<file path="src/rtl/ram_arb_pkg.sv">
// ram_arb_pkg: shared helpers for the RAM port arbiter.
// Optional write-to-read forwarding is compiled in with RAM_ARB_WR_FWD_EN.
package ram_arb_pkg;

    // Index width for N requesters; never narrower than one bit.
    function automatic int idw_of(input int n);
        return (n <= 2) ? 1 : $clog2(n);
    endfunction

    // Data returned for a read whose address lies outside the RAM.
    localparam int RD_OOR_DATA = 0;

endpackage

</file>
<file path="src/rtl/rr_arbiter.sv">
// rr_arbiter: N-way round-robin arbiter with a same-cycle grant.
// The search starts at ptr and wraps; ptr moves past the winner when adv is
// high. Used unchanged with or without RAM_ARB_WR_FWD_EN.
module rr_arbiter
    import ram_arb_pkg::*;
#(
    parameter int N  = 2,
    parameter int IW = idw_of(N)
) (
    input  logic          clk,
    input  logic          rst_n,
    input  logic [N-1:0]  req,
    input  logic          adv,
    output logic [N-1:0]  gnt,
    output logic [IW-1:0] idx
);

    logic [IW-1:0] r_ptr;
    logic [N-1:0]  w_gnt;
    logic [IW-1:0] w_idx;
    logic [IW-1:0] w_cand;

    // Scan from ptr+N-1 down to ptr so the candidate nearest ptr wins last.
    always_comb begin
        w_gnt  = '0;
        w_idx  = '0;
        w_cand = '0;
        for (int k = N - 1; k >= 0; k--) begin
            w_cand = IW'((int'(r_ptr) + k) % N);
            if (req[w_cand]) begin
                w_gnt = N'(1) << w_cand;
                w_idx = w_cand;
            end
        end
    end

    // Pointer moves one past the winner; it holds when nothing is granted.
    always_ff @(posedge clk or negedge rst_n) begin
        if (!rst_n) begin
            r_ptr <= '0;
        end else if (adv) begin
            r_ptr <= (w_idx == IW'(N - 1)) ? '0 : w_idx + 1'b1;
        end
    end

    assign gnt = w_gnt;
    assign idx = w_idx;

endmodule

</file>
<file path="src/rtl/ram_port_arbiter.sv">
// ram_port_arbiter: shares the write port (A) and the read port (B) of a
// simple dual-port RAM among NREQ writers and NREQ readers, and returns
// tagged read responses one cycle after the grant.
// Define RAM_ARB_WR_FWD_EN to forward same-cycle write data to a colliding
// read; without it the RAM's read-first (old) data is returned.
module ram_port_arbiter
    import ram_arb_pkg::*;
#(
    parameter  int WIDTH = 16,
    parameter  int DEPTH = 1024,
    parameter  int NREQ  = 2,
    localparam int AW    = $clog2(DEPTH),
    localparam int IDW   = idw_of(NREQ)
) (
    input  logic                 clk,
    input  logic                 rst_n,
    // write requesters
    input  logic [NREQ-1:0]       wr_req,
    input  logic [NREQ*AW-1:0]    wr_addr,
    input  logic [NREQ*WIDTH-1:0] wr_data,
    output logic [NREQ-1:0]       wr_gnt,
    // read requesters
    input  logic [NREQ-1:0]       rd_req,
    input  logic [NREQ*AW-1:0]    rd_addr,
    output logic [NREQ-1:0]       rd_gnt,
    // read responses
    output logic                  rd_valid,
    output logic [IDW-1:0]        rd_id,
    output logic [WIDTH-1:0]      rd_data,
    // RAM port A (write)
    output logic                  ram_write_en_a,
    output logic [AW-1:0]         ram_addr_a,
    output logic [WIDTH-1:0]      ram_data_in_a,
    // RAM port B (read)
    output logic                  ram_read_en_b,
    output logic [AW-1:0]         ram_addr_b,
    input  logic [WIDTH-1:0]      ram_data_out_b
);

    localparam logic [AW:0] DEPTH_C = (AW + 1)'(DEPTH);

    logic [NREQ-1:0]  w_wr_gnt_raw;
    logic [NREQ-1:0]  w_rd_gnt_raw;
    logic [NREQ-1:0]  w_wr_gnt;
    logic [NREQ-1:0]  w_rd_gnt;
    logic [IDW-1:0]   w_wr_idx;
    logic [IDW-1:0]   w_rd_idx;
    logic             w_wr_any;
    logic             w_rd_any;
    logic [AW-1:0]    w_wr_addr_sel;
    logic [WIDTH-1:0] w_wr_data_sel;
    logic [AW-1:0]    w_rd_addr_sel;
    logic             w_wr_inr;
    logic             w_rd_inr;
    logic [WIDTH-1:0] w_rd_mem;

    logic             r_rd_valid;
    logic [IDW-1:0]   r_rd_id;
    logic             r_rd_oor;

    // ------------------------------------------------------------------
    // Arbiters. Grants are masked during reset so nothing reaches the RAM.
    // ------------------------------------------------------------------
    rr_arbiter #(.N(NREQ), .IW(IDW)) u_wr_arb (
        .clk   (clk),
        .rst_n (rst_n),
        .req   (wr_req),
        .adv   (w_wr_any),
        .gnt   (w_wr_gnt_raw),
        .idx   (w_wr_idx)
    );

    rr_arbiter #(.N(NREQ), .IW(IDW)) u_rd_arb (
        .clk   (clk),
        .rst_n (rst_n),
        .req   (rd_req),
        .adv   (w_rd_any),
        .gnt   (w_rd_gnt_raw),
        .idx   (w_rd_idx)
    );

    assign w_wr_gnt = rst_n ? w_wr_gnt_raw : '0;
    assign w_rd_gnt = rst_n ? w_rd_gnt_raw : '0;
    assign w_wr_any = |w_wr_gnt;
    assign w_rd_any = |w_rd_gnt;
    assign wr_gnt   = w_wr_gnt;
    assign rd_gnt   = w_rd_gnt;

    // ------------------------------------------------------------------
    // Winner muxes and range checks.
    // ------------------------------------------------------------------
    assign w_wr_addr_sel = wr_addr[int'(w_wr_idx) * AW +: AW];
    assign w_wr_data_sel = wr_data[int'(w_wr_idx) * WIDTH +: WIDTH];
    assign w_rd_addr_sel = rd_addr[int'(w_rd_idx) * AW +: AW];

    assign w_wr_inr = ({1'b0, w_wr_addr_sel} < DEPTH_C);
    assign w_rd_inr = ({1'b0, w_rd_addr_sel} < DEPTH_C);

    // Out-of-range accesses are still granted but never enable the RAM.
    assign ram_write_en_a = w_wr_any & w_wr_inr;
    assign ram_addr_a     = w_wr_any ? w_wr_addr_sel : '0;
    assign ram_data_in_a  = w_wr_any ? w_wr_data_sel : '0;

    assign ram_read_en_b  = w_rd_any & w_rd_inr;
    assign ram_addr_b     = w_rd_any ? w_rd_addr_sel : '0;

    // ------------------------------------------------------------------
    // Response tag stage, aligned with the RAM's one-cycle read.
    // ------------------------------------------------------------------
    // Capture valid, requester id and the out-of-range flag for every grant.
    always_ff @(posedge clk or negedge rst_n) begin
        if (!rst_n) begin
            r_rd_valid <= 1'b0;
            r_rd_id    <= '0;
            r_rd_oor   <= 1'b0;
        end else begin
            r_rd_valid <= w_rd_any;
            r_rd_id    <= w_rd_idx;
            r_rd_oor   <= w_rd_any & ~w_rd_inr;
        end
    end

`ifdef RAM_ARB_WR_FWD_EN
    logic             w_fwd_hit;
    logic             r_fwd_hit;
    logic [WIDTH-1:0] r_fwd_data;

    // Both ports enabled implies both addresses are in range.
    assign w_fwd_hit = ram_write_en_a & ram_read_en_b & (ram_addr_a == ram_addr_b);

    // Hold the colliding write data so the read sees the new value.
    always_ff @(posedge clk or negedge rst_n) begin
        if (!rst_n) begin
            r_fwd_hit  <= 1'b0;
            r_fwd_data <= '0;
        end else begin
            r_fwd_hit <= w_fwd_hit;
            if (w_fwd_hit) begin
                r_fwd_data <= ram_data_in_a;
            end
        end
    end

    assign w_rd_mem = r_fwd_hit ? r_fwd_data : ram_data_out_b;
`else
    assign w_rd_mem = ram_data_out_b;
`endif

    assign rd_valid = r_rd_valid;
    assign rd_id    = r_rd_id;
    assign rd_data  = r_rd_oor ? WIDTH'(RD_OOR_DATA) : w_rd_mem;

endmodule

</file>
<file path="config.mk">
export PLATFORM = sky130hd
export DESIGN_NAME = ram_port_arbiter
export DESIGN_NICKNAME = d
export VERILOG_FILES = /design/src/rtl/ram_arb_pkg.sv /design/src/rtl/rr_arbiter.sv /design/src/rtl/ram_port_arbiter.sv
export SDC_FILE = /design/constraint.sdc
export NUM_CORES = 1
export LEC_CHECK = 0
export CORE_ASPECT_RATIO = 1.75
export CORE_MARGIN = 4
export CORE_UTILIZATION = 23
export DETAILED_ROUTE_END_ITERATION = 16
export PLACE_DENSITY = 0.92
export SLEW_MARGIN = 40
export SYNTH_ARGS = -nofsm -noshare
export SYNTH_HDL_FRONTEND = slang
export SYNTH_HIERARCHICAL = 1
export SYNTH_SLANG_ARGS = --single-unit
</file>
<file path="constraint.sdc">
create_clock -name clk -period 2.75 [get_ports clk]
set_clock_uncertainty 0.05 [all_clocks]
set_input_delay 0.275 -clock clk [delete_from_list [all_inputs] [get_ports clk]]
set_output_delay 0.275 -clock clk [all_outputs]
set_load 0.01 [all_outputs]
</file>
Word-level counts from Yosys, hierarchy flattened
Index checks and enable logic that the tools add are counted.
{"block": "totals", "regBits": 4, "inputBits": 94, "output_inout_bits": 60, "elab_cells": 46}
{"block": "op_classes", "n_addsub": 4, "n_mul": 2, "magnitude_cmp": 4, "shift": 7, "mux": 23, "reduce_logical": 2}
{"op": "indexed part select 20 x 6 -> 10 bit", "n": 2}
{"op": "indexed part select 32 x 6 -> 16 bit", "n": 1}
{"op": "2-to-1 mux 10 bit", "n": 2}
{"op": "2-to-1 mux 16 bit", "n": 1}
{"op": "2-to-1 mux 1 bit", "n": 14}
{"op": "2-to-1 mux 2 bit", "n": 6}
{"op": "< comparator 1 x 2 -> 1 bit (second input constant)", "n": 4}
{"op": "multiplier 1 x 3 -> 4 bit (second input constant)", "n": 2}
{"op": "<< shifter 1 x 1 -> 2 bit (first input constant)", "n": 4}
{"op": "adder 1 bit (second input constant)", "n": 4}
{"op": "OR reduction 2 bit", "n": 2}

Depth between registers and ports, before layout
{"block": "depth", "word_depth": 8, "mapped_depth": 8, "ltp_nobuf": 6}

Hierarchy
The synthesis kept the hierarchy.
{"module": "ram_port_arbiter", "n_inst": 1, "cells_each": 105, "area_per_inst_um2": 788.3, "seq_area_each_um2": 50.0}
{"module": "rr_arbiter", "n_inst": 2, "cells_each": 7, "area_per_inst_um2": 63.8, "seq_area_each_um2": 25.0}

Least setup slack after synthesis
No wires, ideal clock.
{"block": "synth_timing", "path_type": "reg-to-output", "from": "reg u_wr_arb.r_ptr", "to": "out ram_data_in_a[10]", "t_arrival_ns": 1.293, "required_time_ns": 2.425, "slack_ns": 1.132, "path_stages_with_launch": 7, "path_buffers": 2, "cell_sequence": "dfrtp_1 nand2b_1 and2_2 buf_4 o21ai_4 buf_4 nor2_1"}
{"block": "synth_via", "word_cells_on_any_way": 15, "classes_between": "add/sub: 1; shift: 3; mux: 10; reduce/logical: 1"}
{"item": "start, declared", "line_no": "rr_arbiter.sv:18", "source": "logic [IW-1:0] r_ptr;"}
{"item": "start signal, assigned", "line_no": "rr_arbiter.sv:42", "source": "r_ptr <= (w_idx == IW'(N - 1)) ? '0 : w_idx + 1'b1;"}
{"item": "adder 1 bit", "line_no": "rr_arbiter.sv:29", "source": "w_cand = IW'((int'(r_ptr) + k) % N);"}
{"item": "2-to-1 mux 1 bit (not written as such) (2 in series)", "line_no": "rr_arbiter.sv:30", "source": "if (req[w_cand]) begin"}
{"item": "2-to-1 mux 1 bit", "line_no": "rr_arbiter.sv:30"}
{"item": "2-to-1 mux 1 bit *", "line_no": "rr_arbiter.sv:30"}
{"item": "via w_wr_idx", "line_no": "ram_port_arbiter.sv:46", "source": "logic [IDW-1:0] w_wr_idx;"}
{"item": "indexed part select 32 x 6 -> 16 bit *", "line_no": "ram_port_arbiter.sv:93", "source": "assign w_wr_data_sel = wr_data[int'(w_wr_idx) * WIDTH +: WIDTH];"}
{"item": "2-to-1 mux 16 bit *", "line_no": "ram_port_arbiter.sv:102", "source": "assign ram_data_in_a = w_wr_any ? w_wr_data_sel : '0;"}
{"item": "end, declared", "line_no": "ram_port_arbiter.sv:33", "source": "output logic [WIDTH-1:0] ram_data_in_a,"}
Mark *: on every way through the listed nets, which the timed path passes. The rest lies on a longest branch. The select of a mux whose other input is x is not followed.

Worst setup path after layout
{"block": "layout_timing", "from": "in wr_req[0]", "to": "out ram_addr_a[2]"}
{"block": "layout_via", "elab_chain_len": 7, "word_cells_on_any_way": 13, "classes_between": "mul: 1; shift: 1; mux: 10; reduce/logical: 1"}
{"item": "start, declared", "line_no": "ram_port_arbiter.sv:18", "source": "input logic [NREQ-1:0] wr_req,"}
{"item": "2-to-1 mux 1 bit (not written as such) (2 in series)", "line_no": "rr_arbiter.sv:30"}
{"item": "2-to-1 mux 1 bit", "line_no": "rr_arbiter.sv:30"}
{"item": "2-to-1 mux 1 bit *", "line_no": "rr_arbiter.sv:30"}
{"item": "via w_wr_idx", "line_no": "ram_port_arbiter.sv:46"}
{"item": "multiplier 1 x 3 -> 4 bit *", "line_no": "ram_port_arbiter.sv:92", "source": "assign w_wr_addr_sel = wr_addr[int'(w_wr_idx) * AW +: AW];"}
{"item": "indexed part select 20 x 6 -> 10 bit *", "line_no": "ram_port_arbiter.sv:92"}
{"item": "2-to-1 mux 10 bit *", "line_no": "ram_port_arbiter.sv:101", "source": "assign ram_addr_a = w_wr_any ? w_wr_addr_sel : '0;"}
{"item": "end, declared", "line_no": "ram_port_arbiter.sv:32", "source": "output logic [AW-1:0] ram_addr_a,"}
Marks and branches as above.

==> impl_metrics.csv <==
group,metric,value,unit
run_status,status,"finished, final reports clean",
cts,cts_num_sinks,4,
worst_setup_path,path_class,"input pin to primary output",
layout,n_fill_cell,337,
timing,tightest_slew,0.673,ns
synthesis,synth_area_per_cell,7.70,sq um
timing,rsz0062_at_grt,"no",
worst_setup_path,critical_path_arrival,2.27,ns
synthesis,synth_edf_count,0,
worst_setup_path,cp_slowest_cell,"clkdlybuf4s50_1",
layout,fin_area,0.00205,sq mm
cts,cts_made_buffers,3,
synthesis,synth_area,916,sq um
synthesis,ys_ff_latch,4,
die,coreArea,0.00387,sq mm
routing,first_pass_iters,3,
routing,drt_iter0_drc,22,
run,drv_cap,0,
worst_setup_path,critPathMaxStageDelay,0.50,ns
timing,hold_viol,0,
timing,finalSetupTns,0,ns
timing,relSlewSlack,0.550,
min_path,hold_class,"input pin to primary output",
timing,fin_crit_sh,0.942,
placed_design,placed_cell_area,0.00201,sq mm
worst_setup_path,endpoint_kind,"primary output",
routing,route.vias.total,1189,
synthesis,synth_top_area_share,0.393,
synthesis,synth_common_cells,"nor2_1, mux2i_1, buf_4, and2_1, dfrtp_1",
placed_design,place.gp.congestion,0.849,
routing,drc,0,
layout,fin_nets,317,
timing,maxSlewViolCount,0,
pwr,pwr_density_cell,283,mW/mm^2
placed_design,dp_slack,0.109,ns
worst_setup_path,worst_setup_path_start_kind,"input pin",
routing,via_per_inst,4.42,
synthesis,synth-seq-area-share,0.109,
synthesis,ys.flop_type,"dfrtp_1",
grt,grt_usage,0.140,
worst_setup_path,path_buf_inv,3,
pwr,finalPower,0.581,mW
synthesis,synth_nets,213,
timing,worst_hold_slack,0.500,ns
routing,antenna_left,0,
grt,grt_max_degree,28,
worst_setup_path,path_cells,"clkdlybuf4s50_1 > nand2b_1 > and2_2 > buf_4 > mux2i_1 > nor2_1 > clkdlybuf4s50_1",
worst_setup_path,crit_family,"buffers and inverters",
die,fp.dieW,55.7,um
synthesis,netlist_top_cells_area,"mux2i_1, buf_4, nor2_1",
die,die_area,0.00510,sq mm
worst_setup_path,path_common_cell,"clkdlybuf4s50_1",
synthesis,synth.distinct_cells,16,
die,die_y,91.5,um
die,ios,154,
layout,n_antenna_cell,0,
layout,ff_latch_area,100,sq um
worst_setup_path,rrSetupSlack,1.03,ns
timing,layout_setup_ws,0.160,ns
cts,cts_buffer_depth,2,
grt,grt_pass1_wl,5670,um
cts,postCtsSetupRepairBufs,0,
cts,clk_latency,0.22,ns
timing,finalSetupViolations,0,
synthesis,syn-instance-count,119,
cts,tritoncts,"yes",
cts,clockRootBuffer,"clkbuf_8",
grt,antenna_found_initial,0,
routing,wl_per_cell,13.7,um
placed_design,io_buffers,121,
synthesis,yosysTopAreaCell,"mux2i_1",
die,start_util,0.237,
routing,wl,3700,um
synthesis,async_reset_ff_frac,1.00,
synthesis,synth.most_common_cell,"nor2_1",
layout,multi_input_area,608,sq um
cts,htreeDepth,1,
pwr,power_leakage,0.842,nW
die,rows,30,
worst_setup_path,required,2.42,ns
placed_design,dp_hpwl,3190,um
worst_setup_path,cp_max_fo,27,
synthesis,yosys_warnings,6,
grt,grt_pass1_vias,1258,
timing,timing.fmax,0.386,GHz
pwr,vdd_drop_max,220,uV
timing,fin_crit,2.59,ns
layout,layout-drive-gt1-share,0.0498,
layout,area_delta_synth_final,124,%
grt,overflow,0,
==> final timing paths <==
path | start | endpoint | depth (start not counted)
max reg2reg | u_wr_arb/r_ptr$_DFFE_PN0P_ | u_wr_arb/r_ptr$_DFFE_PN0P_ | 6
min | ram_data_out_b[1] | rd_data[1] | 0
max in group asynchronous | rst_n | rd_valid$_DFF_PN0_ | 2
min in group asynchronous | rst_n | u_rd_arb/r_ptr$_DFFE_PN0P_ | 2
max | wr_req[0] | ram_addr_a[2] | 7
min reg2reg | u_wr_arb/r_ptr$_DFFE_PN0P_ | u_wr_arb/r_ptr$_DFFE_PN0P_ | 2
==> final cells by class <==
class                      count  share of cell area
multi-input combinational     88               0.297
clock buffer                   3              0.0201
inverter                       2             0.00366
sequential                     4              0.0488
timing repair buffer         124               0.602
tap                           48              0.0293
==> stage by stage <==
stage / cells / utilization
2_1_floorplan: 119 / -
3_3_place_gp: 266 / 0.519
3_5_place_dp: 266 / 0.519
4_1_cts: 269 / 0.529
5_1_grt: 269 / 0.530
6_report: 269 / 0.530
==> cells by family (layout without fill, tap and decap cells) <==
family / count (synthesis) / count (layout) / share of synthesized area
compound gates: 6 / 6 / 0.0533
buf+inv: 27 / 129 / 0.231
flops: 4 / 4 / 0.109
mux: 36 / 36 / 0.393
simple gates: 46 / 46 / 0.213
==> report_power, final <==
group	total (mW)	leakage, nW	switching (mW)	internal [mW]
logic	0.386	0.774	0.143	0.242
registers	0.0725	0.0461	0.00454	0.0680
clock network	0.123	0.0216	0.0295	0.0932
==> cell usage in the layout (no fill, tap or decap) <==
cell             instances
and2_1                   4
inv_1                    1
clkdlybuf4s50_1        121
dfrtp_1                  4
a21boi_0                 2
nand2b_1                 2
a31oi_1                  2
mux2i_1                 36
o21ai_2                  1
o21ai_4                  1
and2_2                   2
clkbuf_8                 3
nor2_1                  38
inv_2                    1
buf_4                    3
==> sequential cells by signal, indices dropped and copies added, names as in the netlist <==
signal and flops:
u_rd_arb/r_ptr 1, rd_id 1, u_wr_arb/r_ptr 1, rd_valid 1
==> worst reg2reg max path: cells and delay by family (launching register included) <==
family	cells	cell delay, ns
buf+inv	1	0.10
flops	1	0.37
compound gates	2	0.59
simple gates	3	0.49
==> routing by layer <==
layer	up-vias	track usage	part of all wire
met3	18	0.0583	0.13
met2	105	0.263	0.50
met5	-	0	0
li1	582	-	-
met1	484	0.121	0.34
met4	0	0.0751	0.026
==> timing repair <==
action,4_1_cts,5_1_grt
setup endpoints to repair,0,1
hold buffers,0,0
resized for setup,0,1
No activity file was read; power rests on OpenSTA's default activity.
==> patch 1, RTL diff (same settings) <==
Set the parameter `NREQ` to 4 (it was 2).
--- a/src/rtl/ram_port_arbiter.sv
+++ b/src/rtl/ram_port_arbiter.sv
@@ -9,5 +9,5 @@
     parameter  int WIDTH = 16,
     parameter  int DEPTH = 1024,
-    parameter  int NREQ  = 2,
+    parameter  int NREQ  = 4,
     localparam int AW    = $clog2(DEPTH),
     localparam int IDW   = idw_of(NREQ)
Interface: changed (8 resized); port bits go from 154 to 235. No check against the original RTL was run, so the function may have changed too.
==> patch 1 against the unedited design <==
  * The flow now finishes with violations (negative setup slack)
  * Critical path type is now reg -> out
  * Final area rose to 2.6 times the old value
  * Synthesized area rose to 2.8 times the old value
  * Routed wire length rose to 3.3 times the old value
  * Setup slack worse by 530 ps
  * Sequential cell count up 3
  * Highest routed layer is now met5
Power is left out: it rests on default switching activity, and per cell area and clock period it moved more than threefold.
==> patch 1: results (changes against the unedited design) <==
Run status
  – Status: finished with violations
  – Failing checks: negative setup slack

Timing
  – Final number of setup-violating endpoints: 42 (+42)
  – Post-route setup TNS: -12690 ps (-12690 ps)
  – Worst setup margin: -369.9 ps (-529.4 ps)

Placement
  – Detailed placer's ending HPWL: 9854 µm (+210%)
  – Placed Area: 4987 µm² (+150%)
  – Pre-CTS worst setup slack: -650.1 ps (-758.7 ps)
  – PortBufs: 202 (+67%)

Logic synthesis
  – Synth area leaders: mux4_2, and2_1, mux4_1, ha_1, dfrtp_1
  – Post-Synth Adder-Cell Area: 7.778% (+7.8 points)
  – Synth Area in Compound Gates: 14.58% (+9.3 points)
  – Synth top cells by count: and2_1, mux4_2, nor2_1, buf_4, ha_1
  – Post-synth cell types: 37 (+21)
  – Syn nets: 446 (+110%)

Global routing
  – Initial antenna violation count: 6 (+6)
  – Met1 Use GR: 15.16% (+3.1 points)
  – Vias in the first global route: 3456 (+170%)

Drt
  – Pre-Repair DR Iteration Count: 4 (+1)
  – Wl on met1: 3611 µm (+180%)
  – DR vias: 3219 (+170%)
  – Final wirelength: 12110 µm (+230%)
  – DR top layer: met5
  – Drt initial violations: 84 (+280%)

Critical path
  – Critical path fanouts, max: 6 (-78%)
  – Worst Setup SP: u_rd_arb/r_ptr[0]
  – WP data arrival: 2790 ps (+520 ps)
  – CP max stage delay: 400 ps (-100 ps)
  – Worst r2r path cells: 15 (+9)
  – Slowest library cell on the worst path: dfrtp_2

Final layout
  – Layout cell share with drive strength beyond 1: 41.67% (+37 points)
==> patch 1: stage by stage <==
step / hold slack, ps / std cells
after floorplan: -70.59 / 260
after CTS: 278.9 / 614
after global placement: 500.1 / 603
after global routing: 323.0 / 623
after detailed placement: 500.1 / 603
final: 280.3 / 624
==> patch 1: layout make-up <==
type	instances	share of cell area [%]
tap	130	3.066
clock buffer	4	1.486
timing repair buffer	265	47.85
multi-input combinational	208	43.47
inverter	8	0.7075
sequential	7	3.325
antenna	2	0.09434
==> patch 1: path summary, 6_finish.rpt <==
path                                     end  slack, ps
setup reg to reg           u_rd_arb/r_ptr[1]       -240
max in group asynchronous  u_rd_arb/r_ptr[0]       1900
hold reg to reg            u_wr_arb/r_ptr[1]        810
min in group clk                 rd_data[15]        500
hold / removal             u_wr_arb/r_ptr[0]        280
setup / recovery               ram_addr_b[5]       -370
==> patch 2, RTL diff (config.mk and constraints unchanged) <==
Without the edit above. Add a define of `RAM_ARB_WR_FWD_EN`.
--- a/src/rtl/ram_port_arbiter.sv
+++ b/src/rtl/ram_port_arbiter.sv
@@ -4,4 +4,6 @@
 // Define RAM_ARB_WR_FWD_EN to forward same-cycle write data to a colliding
 // read; without it the RAM's read-first (old) data is returned.
+`define RAM_ARB_WR_FWD_EN
+
 module ram_port_arbiter
     import ram_arb_pkg::*;
Behaviour: not the same (Yosys sat finds a counterexample within 4 cycles, from zero or initial values and one cycle with rst_n low).
==> patch 2 against the unedited design <==
  * Synthesized area increased by 95%
  * Fmax decreased by 1.9%
  * Total power increased by 130%
  * Utilization decreased by 1.5 points
  * Register-to-register slack got worse by 920 ps
  * Hold slack got worse by 43 ps
  * Setup slack got worse by 51 ps
  * First-iteration DRC count increased by 95%
  * Final area increased by 90%
  * Routed wire length increased by 110%
  * Critical path depth increased by 4
  * Sequential cell count increased by 17
  * Clock power increased to 2.5 times the old value
  * Sequential power increased to 4.9 times the old value
  * Critical path type is now in -> reg
==> patch 2: results (changes against the unedited design) <==
Final layout
  – Diodes inserted: 0 (unchanged)
  – Layout cell share with drive strength beyond 1: 26.89% (+22 points)
  – Number of fill cells: 706 (+110%)
  – Max reg flops: 16
  – Fin cells: 445 (+65%)
  – Top reg by flops: r_fwd_data

Critical path
  – CP max stage delay: 510 ps
  – RR Startpoint: u_wr_arb/r_ptr
  – Critical path fanouts, max: 8 (-70%)
  – Worst reg2reg endpoint: r_fwd_data[9]
  – Top delay family on crit path: buffers and inverters
  – Slowest library cell on the worst path: clkdlybuf4s50_1
  – Worst r2r path cells: 10 (+4)
  – Flop2flop setup slack: 110 ps (-920 ps)

Clock tree
  – Htree depth: 1 (unchanged)
  – Worst-path clk slew: around 60 ps
  – Root Buffer: clkbuf_16
  – CTS buffer count: 3 (unchanged)
  – Latest clock arrival within the worst-skew pair: 250 ps (+30 ps)

Drt
  – DR vias: 2005 (+69%)
  – Wire per inst: 17.37 µm (+26%)
  – Met2 routed WL: 4249 µm (+130%)
  – Pre-Repair DR Iteration Count: 4 (+1)
  – Drt initial violations: 43 (+95%)
  – Met3 Wirelength: 785 µm (+58%)
  – Wl on met1: 2576 µm (+100%)
  – DR top layer: met4

Logic synthesis
  – Sequential fraction of the synthesis area: 29.47% (+19 points)
  – Post-synth cell types: 27 (+11)
  – Warnings from Yosys: 6 (unchanged)
  – Synth Area in XOR/XNOR: 4.912% (+4.9 points)
  – Post-Synth Adder-Cell Area: 0% (unchanged)
  – Ys flop type: dfrtp_1
  – Synth top cells by count: nor2_1, mux2i_1, mux2_2, dfrtp_1, mux2_4
  – Synth area leaders: dfrtp_1, mux2i_1, mux2_2, mux2_4, nor2_1
  – Syn nets: 266 (+25%)
  – Mux cell area share after synthesis: 42.53% (+3.2 points)
  – Syn avg cell area: 10.37 µm² (+35%)
  – Synth Area in Compound Gates: 2.737% (-2.6 points)

Placement
  – PortBufs: 153 (+26%)
  – Detailed placer's ending HPWL: 6361 µm (+99%)
  – Final RePlAce weighted congestion: 0.7551 (-11%)
  – Inst Count DP: 436 (+64%)

Hold path
  – Min-delay worst type: in -> async

Timing
  – Hold Slack: 457.3 ps (-42.74 ps)
  – Worst-Margin Slew: 733.6 ps (+60.57 ps)

Global routing
  – Largest net degree at the start of global routing: 17 (-39%)
  – Global-route usage over all layers: 15.43% (+1.4 points)
  – Vias in the first global route: 2212 (+76%)
  – First-pass GRT wire length: 11050 µm (+95%)

Power
  – Pleak: 0.001674 µW (+99%)
  – VDD IR max: 0.2235 mV (+1.8%)

Run status
  – Status: complete, no violations
## patch 2: cell types whose count changed after synthesis, sizes merged, moves of 2 or more
cell,delta
xor2,+2
buf,-15
clkbuf,+2
dfrtp,+17
nand4,+3
mux2,+32
xnor2,+8
## patch 2: through the flow
step                      setup TNS [ps]  setup slack [ps]  cell area, µm²  utilization (%)
final                                  0             108.9            3899            51.52
after global routing              -29.96            -7.971            3899            51.52
after CTS                              0             6.952            3729            49.27
after detailed placement           -2771            -202.4            3650            48.23
after global placement             -1979            -143.4            3650            48.23
after floorplan                        0             126.6            1783                -
## patch 2: metal layers
metal	global-route usage, %	up-vias
li1	-	968
met1	14.63	914
met2	30.33	115
met3	4.443	8
met4	3.878	0
met5	0	-
## patch 2: worst max-delay path by stage
stage | start | end | slack [ps] | depth (start not counted)
after floorplan | u_rd_arb/r_ptr | r_fwd_data[0] | 130 | 11
after global placement | rd_req[0] | r_fwd_data[5] | -140 | 10
after detailed placement | wr_req[0] | r_fwd_data[2] | -200 | 11
after CTS | wr_req[0] | ram_data_in_a[2] | 7 | 8
after global routing | u_wr_arb/r_ptr | r_fwd_data[11] | -8 | 10
final | wr_req[1] | r_fwd_data[9] | 110 | 11
## patch 2: layout make-up
type                    count  area [µm²]  area share, %
multi-input cells         137        1235          31.68
inverters                   2       7.507         0.1926
repair buffers            193        1942          49.81
well taps                  88       110.1          2.824
flip-flops and latches     21       525.5          13.48
clock buffers               4       78.83          2.022
## patch 2: repair_timing
action,in CTS,in global routing
endpoints found under the hold margin,0,0
gates resized for setup,0,26
endpoints found under the setup margin,0,19
setup buffers,0,2
## patch 2: report_power, final
group          switching, µW  leakage (µW)  internal (µW)  total, µW
clock                    110     0.0000382            197        308
sequential              16.0      0.000282            336        352
combinational            254       0.00135            423        677
